### src/rtl/i281_fetch_unit.sv
// i281 instruction fetch unit: request/ack handshake to instruction memory, a
// single instruction register toward decode, branch redirect and halt.
// Optional macro I281_PC_WRAP_EN: sequential consume at the last address wraps to 0 instead of halting.
module i281_fetch_unit #(
    parameter int                  PC_WIDTH    = 6,
    parameter int                  INSTR_WIDTH = 16,
    parameter logic [PC_WIDTH-1:0] RESET_PC    = {PC_WIDTH{1'b0}}
) (
    input  logic                   clock,
    input  logic                   reset,
    output logic                   imem_req,
    output logic [PC_WIDTH-1:0]    imem_addr,
    input  logic                   imem_ack,
    input  logic [INSTR_WIDTH-1:0] imem_data,
    output logic [INSTR_WIDTH-1:0] instr_out,
    output logic [PC_WIDTH-1:0]    instr_pc,
    output logic                   instr_valid,
    input  logic                   instr_ready,
    input  logic                   branch_taken,
    input  logic [PC_WIDTH-1:0]    branch_offset,
    input  logic                   halt_req,
    output logic                   halted
);

    typedef enum logic [1:0] {
        IDLE  = 2'd0,
        FETCH = 2'd1,
        HOLD  = 2'd2,
        HALT  = 2'd3
    } state_t;

    state_t                 state_r, state_s;
    logic [PC_WIDTH-1:0]    pc_r, pc_s;
    logic                   halt_pend_r, halt_pend_s;
    logic                   req_r, req_s;
    logic [PC_WIDTH-1:0]    addr_r, addr_s;
    logic [INSTR_WIDTH-1:0] instr_r, instr_s;
    logic [PC_WIDTH-1:0]    ipc_r, ipc_s;
    logic                   valid_r, valid_s;
    logic                   halted_r, halted_s;

    logic [PC_WIDTH-1:0]    seq_pc_s;
    logic [PC_WIDTH-1:0]    next_pc_s;
    logic                   end_halt_s;

    // Modulo-2^PC_WIDTH add; the offset is already PC_WIDTH wide so sign extension is implicit.
    assign seq_pc_s  = ipc_r + {{(PC_WIDTH-1){1'b0}}, 1'b1};
    assign next_pc_s = branch_taken ? (seq_pc_s + branch_offset) : seq_pc_s;

`ifdef I281_PC_WRAP_EN
    assign end_halt_s = 1'b0;
`else
    assign end_halt_s = !branch_taken && (ipc_r == {PC_WIDTH{1'b1}});
`endif

    // Next-state and next-output computation.
    always_comb begin
        state_s     = state_r;
        pc_s        = pc_r;
        halt_pend_s = halt_pend_r;
        req_s       = req_r;
        addr_s      = addr_r;
        instr_s     = instr_r;
        ipc_s       = ipc_r;
        valid_s     = valid_r;
        halted_s    = halted_r;
        case (state_r)
            IDLE: begin
                if (halt_req) begin
                    state_s  = HALT;
                    req_s    = 1'b0;
                    halted_s = 1'b1;
                end else begin
                    state_s = FETCH;
                    req_s   = 1'b1;
                    addr_s  = pc_r;
                end
            end
            FETCH: begin
                if (imem_ack) begin
                    req_s       = 1'b0;
                    halt_pend_s = 1'b0;
                    if (halt_req || halt_pend_r) begin
                        state_s  = HALT;
                        halted_s = 1'b1;
                    end else begin
                        state_s = HOLD;
                        instr_s = imem_data;
                        ipc_s   = pc_r;
                        valid_s = 1'b1;
                    end
                end else begin
                    // A halt seen mid-request waits for the outstanding ack.
                    halt_pend_s = halt_pend_r | halt_req;
                end
            end
            HOLD: begin
                if (instr_ready) begin
                    valid_s = 1'b0;
                    pc_s    = next_pc_s;
                    if (halt_req || end_halt_s) begin
                        state_s  = HALT;
                        halted_s = 1'b1;
                    end else begin
                        state_s = FETCH;
                        req_s   = 1'b1;
                        addr_s  = next_pc_s;
                    end
                end else if (halt_req) begin
                    state_s  = HALT;
                    valid_s  = 1'b0;
                    halted_s = 1'b1;
                end else begin
                    state_s = HOLD;
                end
            end
            HALT: begin
                req_s    = 1'b0;
                valid_s  = 1'b0;
                halted_s = 1'b1;
            end
            default: begin
                state_s  = IDLE;
                req_s    = 1'b0;
                valid_s  = 1'b0;
                halted_s = 1'b0;
            end
        endcase
    end

    // State, PC and output registers.
    always_ff @(posedge clock or negedge reset) begin
        if (!reset) begin
            state_r     <= IDLE;
            pc_r        <= RESET_PC;
            halt_pend_r <= 1'b0;
            req_r       <= 1'b0;
            addr_r      <= RESET_PC;
            instr_r     <= {INSTR_WIDTH{1'b0}};
            ipc_r       <= {PC_WIDTH{1'b0}};
            valid_r     <= 1'b0;
            halted_r    <= 1'b0;
        end else begin
            state_r     <= state_s;
            pc_r        <= pc_s;
            halt_pend_r <= halt_pend_s;
            req_r       <= req_s;
            addr_r      <= addr_s;
            instr_r     <= instr_s;
            ipc_r       <= ipc_s;
            valid_r     <= valid_s;
            halted_r    <= halted_s;
        end
    end

    assign imem_req    = req_r;
    assign imem_addr   = addr_r;
    assign instr_out   = instr_r;
    assign instr_pc    = ipc_r;
    assign instr_valid = valid_r;
    assign halted      = halted_r;

endmodule
### config.mk
export PLATFORM = sky130hd
export DESIGN_NAME = i281_fetch_unit
export DESIGN_NICKNAME = d
export VERILOG_FILES = /design/src/rtl/i281_fetch_unit.sv
export SDC_FILE = /design/constraint.sdc
export NUM_CORES = 1
export LEC_CHECK = 0
export CORE_MARGIN = 1
export CORE_UTILIZATION = 25
export CTS_CLUSTER_SIZE = 40
export DETAILED_ROUTE_END_ITERATION = 8
export REMOVE_ABC_BUFFERS = 1
export SLEW_MARGIN = 20
export SYNTH_ARGS = -nofsm -noshare
export SYNTH_HDL_FRONTEND = slang
export SYNTH_SLANG_ARGS = --single-unit
### constraint.sdc
create_clock -name clock -period 2.3 [get_ports clock]
set_input_delay 0.69 -clock clock [delete_from_list [all_inputs] [get_ports clock]]
set_output_delay 0.69 -clock clock [all_outputs]
set_load 0.05 [all_outputs]
==> run summary, run 1 <==
The total CTS buffers was 5; the detailed router's first-iteration violation count was 28. The tools report the number of antenna violations at the first check in global routing as 0. The number of warning messages in the yosys log was 0; the average wire length per cell after detail routing was 13.10 um. The worst setup path is captured at a primary output. The number of antenna repair diodes was 0; the share of total power consumed by net switching was 47.46%.

Of the cells placed in the final design, the portion with a size suffix greater than 1 is 25.19%. The run gives -385.0 ps as the setup slack at placement. The tools report the worst endpoint required time as 1610 ps. The clock net in this run drives a total of 40 sinks. Slowest library cell on the worst path: sky130_fd_sc_hd__clkdlybuf4s50_1.

From left edge to right edge, the die measures 93.07 um. After synthesis the cells add up to 0.002073 mm^2. The congestion estimate from routability-driven global placement came to 0.7972.

For this block, the via count after detailed routing is 1,632. The post-synthesis register bit count was 40. Among cell families on the critical path, the largest total delay comes from buffers and inverters.

Entering global routing, the biggest net connects 24 pins. The library cell used most frequently in the layout, excluding fill and tap cells, is sky130_fd_sc_hd__clkdlybuf4s50_1. Sequential cells were found to cover 48.28% of the synthesized design area. The run gives 0 as the number of hold-slack violations in the final timing report. In the layout the commonest cells are 48 x sky130_fd_sc_hd__clkdlybuf4s50_1, 40 x sky130_fd_sc_hd__dfrtp_1, 25 x sky130_fd_sc_hd__mux2_2. The insertion delay of the later-clocked pin in the worst-skew pair is 290 ps, and the die footprint is 0.008661 mm^2. Walking the worst path, the cells encountered are clkdlybuf4s50_1. The number of global-route vias before repair was 1,690; the number of instances in the placed design was 357. Largest stage delay on the critical path: 820 ps. The buffer and inverter count on the worst path was 1; the number of max-cap violations was 0. For this run, the detailed router's first-pass iteration total came to 4. The tools report the root buffer selected by CTS as sky130_fd_sc_hd__clkbuf_8. The run gives 0 as the post-cts hold buffer count. The largest buffer count on any clock path was 2. The number of pins exceeding their max-slew limit in the final report was 0. Setup repair after global routing left no endpoint under its margin. Of all nets on the critical path, the largest fanout is 4. The synthesis-to-finish area growth is 43.81%.

The first global-routing pass estimated 8162 um of wire. After layout, the worst path uses 96.28% of the clock period. The analysis attributes to cell leakage a power of 1.303 nW. After layout, the minimum clock period comes to 2214 ps. Measured against its own limit, the worst slew margin works out to 66.26%.

The maximum clock skew at final layout was 8.323 ps; the vertical die dimension was 93.07 um. The post-synthesis area per instance was 11.03 um^2. Once routing completed, OpenROAD measured the worst setup slack at 85.57 ps. For the worst setup path, the data arrival time is 1520 ps. The total overflow left after global routing is 0. Global routing consumed, over all layers together, 11.87% of the routing resources.

After detailed routing, the total wire length is 4769 um. Combinational cells account for 63.6% of the total power. In the final design database the tool counted 304 nets. The tools report the number of top-level pins as 59.

For the switching power, the log shows 2.251 mW. Detailed placement ended at an HPWL of 3612 um. TritonCTS built the clock tree.

The number of H-tree branching levels is 2, and the internal power consumption is 2.491 mW. In this run the core area contains 32 standard-cell rows. The type of the tightest min-delay check was input pin to async pin. For the synthesized netlist cell count, the log shows 188.

For the total setup violations reported at the end of the flow, the log shows 0. Based on the critical path, the design can be clocked at up to 451.6 MHz. For the count of different cell masters after synthesis, the log shows 35. The kind of critical path was flop to primary output. Using the TritonRoute via totals, the vias-per-cell ratio works out to 4.484. The tools report the proportion of power drawn by the clock network as 9.4%. The number of non-filler instances in the completed layout was 364; the quantity of I/O buffers inserted on ports was 58. After clock tree synthesis, the clock-pin slew on the worst setup and hold paths is 80 ps. The ratio of total power to cell area was 1590 mW/mm^2.

The relative contribution of sequential cells to total power was 27.0%. The startpoint class of the critical path is a flop. Once detail routing completed, the nets flagged for antenna violations numbered 0. At the pin with the least slew margin, the transition time is 504.5 ps.

The flow ran to the end, and the final reports show no timing, DRC or antenna violations. For the area inside the core boundary, the log shows 0.007888 mm^2. The worst IR drop on VDD is 0.5812 mV. Number of design rule violations left after detail routing: 0. The starting density of the core was 26.28%; the final core utilization was 37.80%.
==> worst paths after layout <==
| check | start | endpoint | slack [ps] | cells after the start |
|---|---|---|---|---|
| setup reg to reg | instr_pc[0] | imem_addr[5] | 190 | 9 |
| hold / removal | reset | imem_addr[5] | 350 | 1 |
| min in group clock | imem_addr[1] | imem_addr[1] | 480 | 2 |
| setup / recovery | instr_pc[5] | instr_pc[5] | 90 | 1 |
| hold reg to reg | imem_addr[1] | imem_addr[1] | 480 | 2 |
| max in group asynchronous | reset | instr_out[11] | 1460 | 2 |
==> layer usage <==
metal,global-route usage [%],vias to the layer above,routed length [um]
li1,-,806,-
met1,15.11,783,2152
met2,19.91,40,2337
met3,3.333,3,261
met4,2.692,0,18
met5,0,-,0
==> cell families (layout without fill, tap and decap cells) <==
family / Yosys count / count (layout) / share of synthesized area (%)
buf+inv: 14 / 88 / 3.138
simple gates: 43 / 43 / 9.355
xor+xnor: 8 / 8 / 3.379
flops: 40 / 40 / 48.28
mux: 29 / 29 / 15.51
compound gates: 40 / 40 / 11.53
fa+ha+maj: 14 / 14 / 8.811
==> final cells by class <==
class / count / area [um^2]
Fill cell: 822 / 4906
Multi-Input combinational cell: 134 / 1042
Sequential cell: 40 / 1001
Timing Repair Buffer: 75 / 710.7
Tap cell: 102 / 127.6
Clock buffer: 6 / 72.57
Inverter: 6 / 22.52
Clock inverter: 1 / 5.005
==> metrics by stage <==
step	power, mW	setup TNS, ps	hold WS [ps]	area [um^2]
6_report	4.742	0	346.8	2982
3_3_place_gp	4.231	-1952	465.5	2867
3_5_place_dp	4.270	-2153	474.6	2867
5_1_grt	5.100	0	374.7	2982
2_1_floorplan	3.247	-530.4	394.4	2031
4_1_cts	4.771	0	357.3	2953
==> state kept, by name (all words and copies together), names as in the netlist <==
name,flops
imem_req,1
instr_pc,6
instr_out,16
halted,1
instr_valid,1
pc_r,6
imem_addr,6
state_r,2
halt_pend_r,1
==> synth_stat cells <==
master	number	share of area (%)
sky130_fd_sc_hd__clkinv_1	1	0.18
sky130_fd_sc_hd__nand4_1	3	0.91
sky130_fd_sc_hd__nand3_2	1	0.48
sky130_fd_sc_hd__clkbuf_1	2	0.36
sky130_fd_sc_hd__mux2i_1	4	1.9
sky130_fd_sc_hd__and3_1	1	0.30
sky130_fd_sc_hd__or3_1	1	0.30
sky130_fd_sc_hd__mux2_2	25	14
sky130_fd_sc_hd__xnor2_1	4	1.7
sky130_fd_sc_hd__o21ai_0	11	2.7
sky130_fd_sc_hd__buf_2	4	0.97
sky130_fd_sc_hd__a31o_2	1	0.42
sky130_fd_sc_hd__nor2_1	14	2.5
sky130_fd_sc_hd__a21o_1	3	1.1
sky130_fd_sc_hd__o21bai_1	1	0.36
sky130_fd_sc_hd__inv_1	5	0.91
sky130_fd_sc_hd__nor2b_1	1	0.30
sky130_fd_sc_hd__o22a_1	1	0.42
sky130_fd_sc_hd__a21oi_1	16	3.9
sky130_fd_sc_hd__a22o_1	1	0.42
sky130_fd_sc_hd__xor2_1	4	1.7
sky130_fd_sc_hd__dfrtp_1	40	48
sky130_fd_sc_hd__nand2b_1	1	0.30
sky130_fd_sc_hd__fa_1	1	0.97
sky130_fd_sc_hd__nand2_1	16	2.9
sky130_fd_sc_hd__nor3_1	1	0.24
sky130_fd_sc_hd__a21boi_0	1	0.36
sky130_fd_sc_hd__ha_1	13	7.8
sky130_fd_sc_hd__buf_4	2	0.72
sky130_fd_sc_hd__o32a_1	1	0.48
sky130_fd_sc_hd__a31oi_1	1	0.30
sky130_fd_sc_hd__o311ai_1	1	0.42
sky130_fd_sc_hd__nand3_1	3	0.72
sky130_fd_sc_hd__o31ai_1	2	0.72
sky130_fd_sc_hd__nor3b_1	1	0.36
==> repair_timing <==
| action | in CTS | in global routing |
|---|---|---|
| endpoints found under the hold margin | 0 | 0 |
| gates resized for setup | 3 | 6 |
| buffers inserted | 0 | 0 |
| endpoints found under the setup margin | 2 | 4 |
| pin swaps | 0 | 5 |
==> power by group through the flow <==
stage / combinational [mW] / clock, mW / sequential, mW
floorplan: 1.09 / 0 / 2.16
global placement: 2.95 / 0 / 1.28
detailed placement: 2.98 / 0 / 1.29
CTS: 3.01 / 0.480 / 1.28
global route: 3.26 / 0.504 / 1.34
finish: 3.02 / 0.446 / 1.28
Note: power is estimated with default switching activity, not from simulation.
==> run 2, diff against run 1 <==
- CORE_ASPECT_RATIO: unset -> 1.75
==> run 2 against run 1 <==
Via count rose by 2.2%. Fmax fell by 1.0%. Clock skew fell by 1.1 ps. Clock power rose by 92%. Non-clock buffer count fell by 3. Total power rose by 7.8%. Worst setup slack got worse by 23 ps. Combinational power fell by 1%. Utilization rose by 0.11 points. Sequential power barely moved. Clock-buffer cell count rose by 1. Register-to-register slack got worse by 50 ps. Critical path type unchanged. Critical endpoint unchanged. Largest cell class unchanged.
==> run summary, run 2 (same netlist as run 1, synthesis figures left out) <==
The tools report the routed length on met3 as 190 um (was 261 um). The run gives 2 (unchanged) as the largest buffer count on any clock path. Worst reg2reg path depth: 9 (unchanged). The buffer and inverter count on the worst path was 1 (unchanged); the number of antenna violations at the first check in global routing was 0 (unchanged).

The tools report the maximum frequency from static timing analysis as 447.0 MHz (was 451.6 MHz). The post-route minimum period is 2237 ps (was 2214 ps). Combinational group share of total power: 58.4% (was 63.6%). The category of cells accounting for the largest share of critical-path delay was buffers and inverters (unchanged). The run finished with clean final reports. The wire length of the first global-routing pass is 8383 um (was 8162 um).

The leakage dissipation came out at 1.337 nW (was 1.303 nW). The ratio of total power to cell area was 1693 mW/mm^2 (was 1590 mW/mm^2); the insertion delay of the later-clocked pin in the worst-skew pair was 290 ps (about the same). Clock-pin transition on the worst setup and hold timing paths: 60 ps (was 80 ps). The number of iterations in the first detailed-routing pass is 6 (was 4).

The run gives 2940 um (was 2337 um) as the routed length on met2. Sum of overflow across all layers after global routing: 0 (unchanged). Kind of critical path: flop to primary output (unchanged). For the number of max-cap violations, the log shows 0 (unchanged). The share of total power consumed by net switching was 44.93% (was 47.46%); the number of instances in the placed design was 342 (was 357). The critical path capture point type is a primary output (unchanged).

The synthesis-to-finish area growth was 45.62% (was 43.81%). Largest stage delay on the critical path: 840 ps (was 820 ps). The slowest library cell on the worst path is sky130_fd_sc_hd__clkdlybuf4s50_1 (unchanged). Number of global-route vias before repair: 1,775 (was 1,690). Commonest non-fill, non-tap cells in the layout: 48 x sky130_fd_sc_hd__clkdlybuf4s50_1, 40 x sky130_fd_sc_hd__dfrtp_1, 25 x sky130_fd_sc_hd__mux2_2 (unchanged). Post-cts hold buffer count: 0 (unchanged).

Number of top-level pins: 59 (unchanged). The share of the clock period used by the worst path after layout was 97.28% (was 96.28%); the minimum setup slack among reg-to-reg paths was 140 ps (was 190 ps). The startpoint of the lowest-slack register-to-register path is instr_pc[1] (was instr_pc[0]).

The number of non-filler instances in the completed layout is 350 (was 364), and the vertical die dimension is 122.5 um (was 93.07 um). Setup repair after global routing left no endpoint under its margin. Worst IR drop on VDD: 0.8287 mV (was 0.5812 mV).

The type of the tightest min-delay check was input pin to async pin (unchanged). The starting density of the core was 26.04% (was 26.28%); the total setup violations reported at the end of the flow was 0 (unchanged). The headroom to the max-slew limit was 64.47% (was 66.26%). The tools report the number of H-tree branching levels as 2 (unchanged). The routed length on met1 is 1894 um (was 2152 um). The flip-flop count of the largest register, all copies and words added is 16 (unchanged). TritonCTS built the clock tree. The remaining antenna violation count came out at 0 (unchanged). Sequence of cells on the critical path: clkdlybuf4s50_1 (unchanged). The run gives 801 (was 822) as the filler cell count. The worst endpoint required time was 1610 ps (about the same). The data arrival time of the critical path was 1550 ps (was 1520 ps). The switching power was 2.296 mW (was 2.251 mW). The most common cell after layout, fill and taps aside was sky130_fd_sc_hd__clkdlybuf4s50_1 (unchanged). The die footprint is 0.008676 mm^2 (was 0.008661 mm^2). Endpoint of the worst register-to-register path: imem_addr[5] (unchanged). The quantity of I/O buffers inserted on ports is 58 (unchanged). The maximum clock skew at final layout was 7.206 ps (was 8.323 ps); the number of antenna repair diodes was 0 (unchanged). Total number of cells along the worst setup path: 1 (unchanged). The tools report the total power as 5.111 mW (was 4.742 mW). The highest signal layer in the routed design was met4 (unchanged). The number of vias per cell after detailed routing was 4.766 (was 4.484); the final-stage net count was 301 (was 304). The area inside the core boundary is 0.007963 mm^2 (was 0.007888 mm^2), and the internal power consumption is 2.815 mW (was 2.491 mW).

The average wire length per cell after detail routing is 14.85 um (was 13.10 um). The proportion of power drawn by the clock network was 16.7% (was 9.4%). The share of post-route cells with drive strength above 1 is 23.46% (was 25.19%). For the total global routing track utilization, the log shows 12.83% (was 11.87%). For the detailed router's first-iteration violation count, the log shows 58 (was 28). The estimated wirelength of the detail-placed design was 3916 um (was 3612 um). The number of pins exceeding their max-slew limit in the final report was 0 (unchanged); the detailed-route via count was 1,668 (was 1,632). The routability-driven placement congestion ratio is 0.8741 (was 0.7972), and the largest driver fanout on the critical path is 4 (unchanged). The slew at the pin closest to its max-slew limit works out to 531.3 ps (was 504.5 ps).

The number of design rule violations left after detail routing is 0 (unchanged), and the die extent in x is 70.84 um (was 93.07 um). The footprint of the multi-input gates came out at 0.001020 mm^2 (was 0.001042 mm^2). The number of hold-slack violations in the final timing report was 0 (unchanged); the number of sinks driven by the clock tree was 40 (unchanged). The run gives 43 (was 32) as the row count. Area of all sequential standard cells: 0.001001 mm^2 (unchanged). The run gives 5 (unchanged) as the total CTS buffers. The total wire length after detailed routing was 5199 um (was 4769 um). For the relative contribution of sequential cells to total power, the log shows 24.9% (was 27.0%). The tools report the maximum number of pins on one net before global-route repair as 41 (was 24). The tools report the root buffer selected by CTS as sky130_fd_sc_hd__clkbuf_16 (was sky130_fd_sc_hd__clkbuf_8).

The startpoint class of the critical path was a flop (unchanged).
[run 2: layout make-up]
class,count,share of cell area [%]
Multi-Input combinational cell,134,33.78
Sequential cell,40,33.15
Timing Repair Buffer,72,22.54
Clock buffer,7,5.056
Tap cell,90,3.730
Clock inverter,1,0.9946
Inverter,6,0.7460
[run 2: metrics by stage]
step                      TNS (ps)  util, %  instance area (um^2)  hold slack, ps  worst slack (ps)
after floorplan             -530.4        -                  2031           394.4            -197.9
after global placement       -1975    35.40                  2819           464.3            -389.8
after detailed placement     -2219    35.40                  2819           473.5            -410.0
after CTS                        0    37.81                  3010           486.8             17.80
after global routing             0    37.92                  3019           509.7             13.72
final                            0    37.92                  3019           462.8             62.66
[run 2: worst max-delay path by stage]
stage | startpoint | endpoint | slack, ps
2_1_floorplan | instr_pc[0] | imem_addr[5] | -200
3_3_place_gp | branch_offset[0] | pc_r[4] | -390
3_5_place_dp | branch_offset[0] | pc_r[4] | -410
4_1_cts | branch_offset[0] | pc_r[4] | 20
5_1_grt | instr_pc[5] | instr_pc[5] | 10
6_report | instr_pc[5] | instr_pc[5] | 60
[run 2: repair_timing]
| action | CTS | global route |
|---|---|---|
| setup buffers | 0 | 0 |
| gates resized for setup | 4 | 3 |
| hold endpoints to repair | 0 | 0 |
| setup endpoints to repair | 2 | 5 |
| pin swaps | 3 | 5 |
[run 2: metal layers]
metal	track usage (%)	up-vias
met1	12.75	825
li1	-	799
met2	23.92	32
met5	0	-
met3	3.120	12
met4	7.375	0
[run 2: power groups by stage]
stage	logic, mW	registers, mW	clock network [mW]
after floorplan	1.09	2.16	0
after CTS	3.01	1.28	0.875
after global routing	3.20	1.33	0.902
after detailed placement	2.98	1.29	0
final	2.98	1.27	0.855
after global placement	2.95	1.28	0
==> run 3, diff against run 2 <==
- CORE_UTILIZATION: 25 -> 47
- PLACE_DENSITY: unset -> 0.79
==> run 3 against run 2 <==
Sequential power about the same. Critical path depth unchanged. Sequential share of layout area increased by 1.1 points. Fmax down 0.85%. Worst setup slack worse by 19 ps. Final cell count down 12%. Combinational power increased by 3%. Total power shrank 6.1%. First-iteration DRC count decreased by 48%.
==> run summary, run 3 (same netlist as run 1, synthesis figures left out) <==
The run finished with clean final reports. The number of instances in the placed design is 301 (was 342), and the worst endpoint required time is 1610 ps (about the same). The detailed-route via count is 1,676 (was 1,668). Total global routing track utilization: 22.28% (was 12.83%). Vertical die dimension: 89.86 um (was 122.5 um).

The clock-pin transition on the worst setup and hold timing paths works out to 80 ps (was 60 ps). For the number of H-tree branching levels, the log shows 2 (unchanged). The logs give 40 (unchanged) for the number of sinks driven by the clock tree and 0 (unchanged) for the count of buffers added by post-CTS timing repair for setup. For the estimated wirelength of the detail-placed design, the log shows 3569 um (was 3916 um). The number of pins exceeding their max-slew limit in the final report is 0 (unchanged), and the met2 usage in global routing is 40.81% (was 23.92%). The leakage dissipation came out at 1.309 nW (was 1.337 nW).

The largest stage delay on the critical path is 850 ps (was 840 ps). The detailed router's first-iteration violation count was 30 (was 58); the worst IR drop on VDD was 1.192 mV (was 0.8287 mV). The data arrival time of the critical path was 1570 ps (was 1550 ps); the relative contribution of sequential cells to total power was 26.9% (was 24.9%). The logs give 0 (unchanged) for the remaining antenna violation count and 0 (unchanged) for the number of antenna violations at the first check in global routing.

The number of iterations in the first detailed-routing pass is 4 (was 6), and the share of post-route cells with drive strength above 1 is 23.94% (was 23.46%). The maximum clock skew at final layout was 11.25 ps (was 7.206 ps). Commonest non-fill, non-tap cells in the layout: 50 x sky130_fd_sc_hd__clkdlybuf4s50_1, 40 x sky130_fd_sc_hd__dfrtp_1, 25 x sky130_fd_sc_hd__mux2_2 (was 48 x sky130_fd_sc_hd__clkdlybuf4s50_1, 40 x sky130_fd_sc_hd__dfrtp_1, 25 x sky130_fd_sc_hd__mux2_2). Root buffer selected by CTS: sky130_fd_sc_hd__clkbuf_8 (was sky130_fd_sc_hd__clkbuf_16). Total setup violations reported at the end of the flow: 0 (unchanged). The sum of overflow across all layers after global routing was 0 (unchanged).

The largest buffer count on any clock path is 2 (unchanged). The wire length of the first global-routing pass was 7734 um (was 8383 um). The critical path capture point type is a primary output (unchanged).

The logs give 308 (was 350) for the number of non-filler instances in the completed layout and 31 (was 43) for the row count. The flip-flop count of the largest register, all copies and words added is 16 (unchanged), and the share of the clock period used by the worst path after layout is 98.11% (was 97.28%). Type of the tightest min-delay check: input pin to async pin (unchanged).

The run gives 49.49% (was 26.04%) as the starting density of the core. The final-stage net count was 301 (unchanged); the quantity of I/O buffers inserted on ports was 58 (unchanged). The number of antenna repair diodes is 0 (unchanged).

The number of vias per cell after detailed routing was 5.442 (was 4.766). The die footprint is 0.004691 mm^2 (was 0.008676 mm^2), and the number of max-cap violations is 0 (unchanged). The buffer and inverter count on the worst path was 1 (unchanged). The slowest library cell on the worst path is sky130_fd_sc_hd__clkdlybuf4s50_1 (unchanged). Headroom to the max-slew limit: 64.03% (was 64.47%). The category of cells accounting for the largest share of critical-path delay was buffers and inverters (unchanged). The routability-driven placement congestion ratio was 0.7710 (was 0.8741); the number of top-level pins was 59 (unchanged). The share of total power consumed by net switching is 47.68% (was 44.93%). The tools report the number of design rule violations left after detail routing as 0 (unchanged).

TritonCTS built the clock tree. For the worst hold margin, the log shows 443.3 ps (was 462.8 ps). The run gives 5.076% (was 3.120%) as the met3 routing resource usage after global routing. For the area inside the core boundary, the log shows 0.004189 mm^2 (was 0.007963 mm^2).

The synthesis-to-finish area growth came out at 41.10% (was 45.62%). The number of global-route vias before repair was 1,690 (was 1,775); the combinational group share of total power was 63.9% (was 58.4%). The insertion delay of the later-clocked pin in the worst-skew pair was 290 ps (about the same). The startpoint class of the critical path is a flop (unchanged). The global-route track usage on met1 is 23.20% (was 12.75%), and the post-cts hold buffer count is 0 (unchanged).

The switching power was 2.289 mW (was 2.296 mW); the average wire length per cell after detail routing was 15.59 um (was 14.85 um). The ratio of total power to cell area works out to 1641 mW/mm^2 (was 1693 mW/mm^2). Post-route minimum period: 2256 ps (was 2237 ps). The tools report the number of hold-slack violations in the final timing report as 0 (unchanged).

The proportion of power drawn by the clock network was 9.2% (was 16.7%); the slew at the pin closest to its max-slew limit was 537.9 ps (was 531.3 ps). The tools report the total wire length after detailed routing as 4802 um (was 5199 um). Global-route layer with the greatest usage: met2 (unchanged). The internal power consumption was 2.512 mW (was 2.815 mW).

The maximum number of pins on one net before global-route repair came out at 41 (unchanged). Sequence of cells on the critical path: clkdlybuf4s50_1 (unchanged). Largest driver fanout on the critical path: 4 (unchanged). Most common cell after layout, fill and taps aside: sky130_fd_sc_hd__clkdlybuf4s50_1 (unchanged). The tools report the maximum frequency from static timing analysis as 443.2 MHz (was 447.0 MHz). Kind of critical path: flop to primary output (unchanged). Total CTS buffers: 5 (unchanged).

The die extent in x was 52.21 um (was 70.84 um).
[run 3: stage by stage]
| stage | cell area (um^2) | worst slack, ps | total power, mW | util [%] | TNS, ps |
|---|---|---|---|---|---|
| finish | 2925 | 43.58 | 4.801 | 69.83 | 0 |
| global route | 2925 | -14.16 | 5.117 | 69.83 | -14.16 |
| CTS | 2864 | 14.64 | 4.720 | 68.37 | 0 |
| detailed placement | 2778 | -437.7 | 4.250 | 66.31 | -2470 |
| global placement | 2778 | -381.5 | 4.180 | 66.31 | -2037 |
| floorplan | 2031 | -197.9 | 3.247 | - | -530.4 |
[run 3: area by class of cell]
class / instances / area [um^2]
clock buffers: 5 / 68.82
clock inverters: 2 / 12.51
fillers: 329 / 1264
inverters: 6 / 22.52
multi-input cells: 134 / 1067
flip-flops and latches: 40 / 1001
well taps: 49 / 61.31
repair buffers: 72 / 691.9
[run 3: power groups by stage]
stage,registers [mW],clock network [mW],logic (mW)
2_1_floorplan,2.16,0,1.09
3_3_place_gp,1.28,0,2.91
3_5_place_dp,1.30,0,2.95
4_1_cts,1.28,0.459,2.98
5_1_grt,1.34,0.484,3.29
6_report,1.29,0.440,3.07
[run 3: worst paths after layout]
check                      slack, ps  cells past startpoint         start      endpoint
max                               40                      1   instr_pc[5]   instr_pc[5]
min                              440                      2         reset   instr_valid
min in group clock               490                      2  imem_addr[0]  imem_addr[0]
max reg2reg                      120                      9   instr_pc[0]  imem_addr[5]
max in group asynchronous       1500                      2         reset  imem_addr[3]
min reg2reg                      490                      2  imem_addr[0]  imem_addr[0]
[run 3: timing repair]
action	CTS	global route
pin swaps	0	2
setup endpoints to repair	4	7
resized for setup	4	12
[run 3: layer usage]
metal	up-vias	share of wire, %
li1	800	-
met1	810	37
met2	51	56
met3	15	3.4
met4	0	3.2
met5	-	0
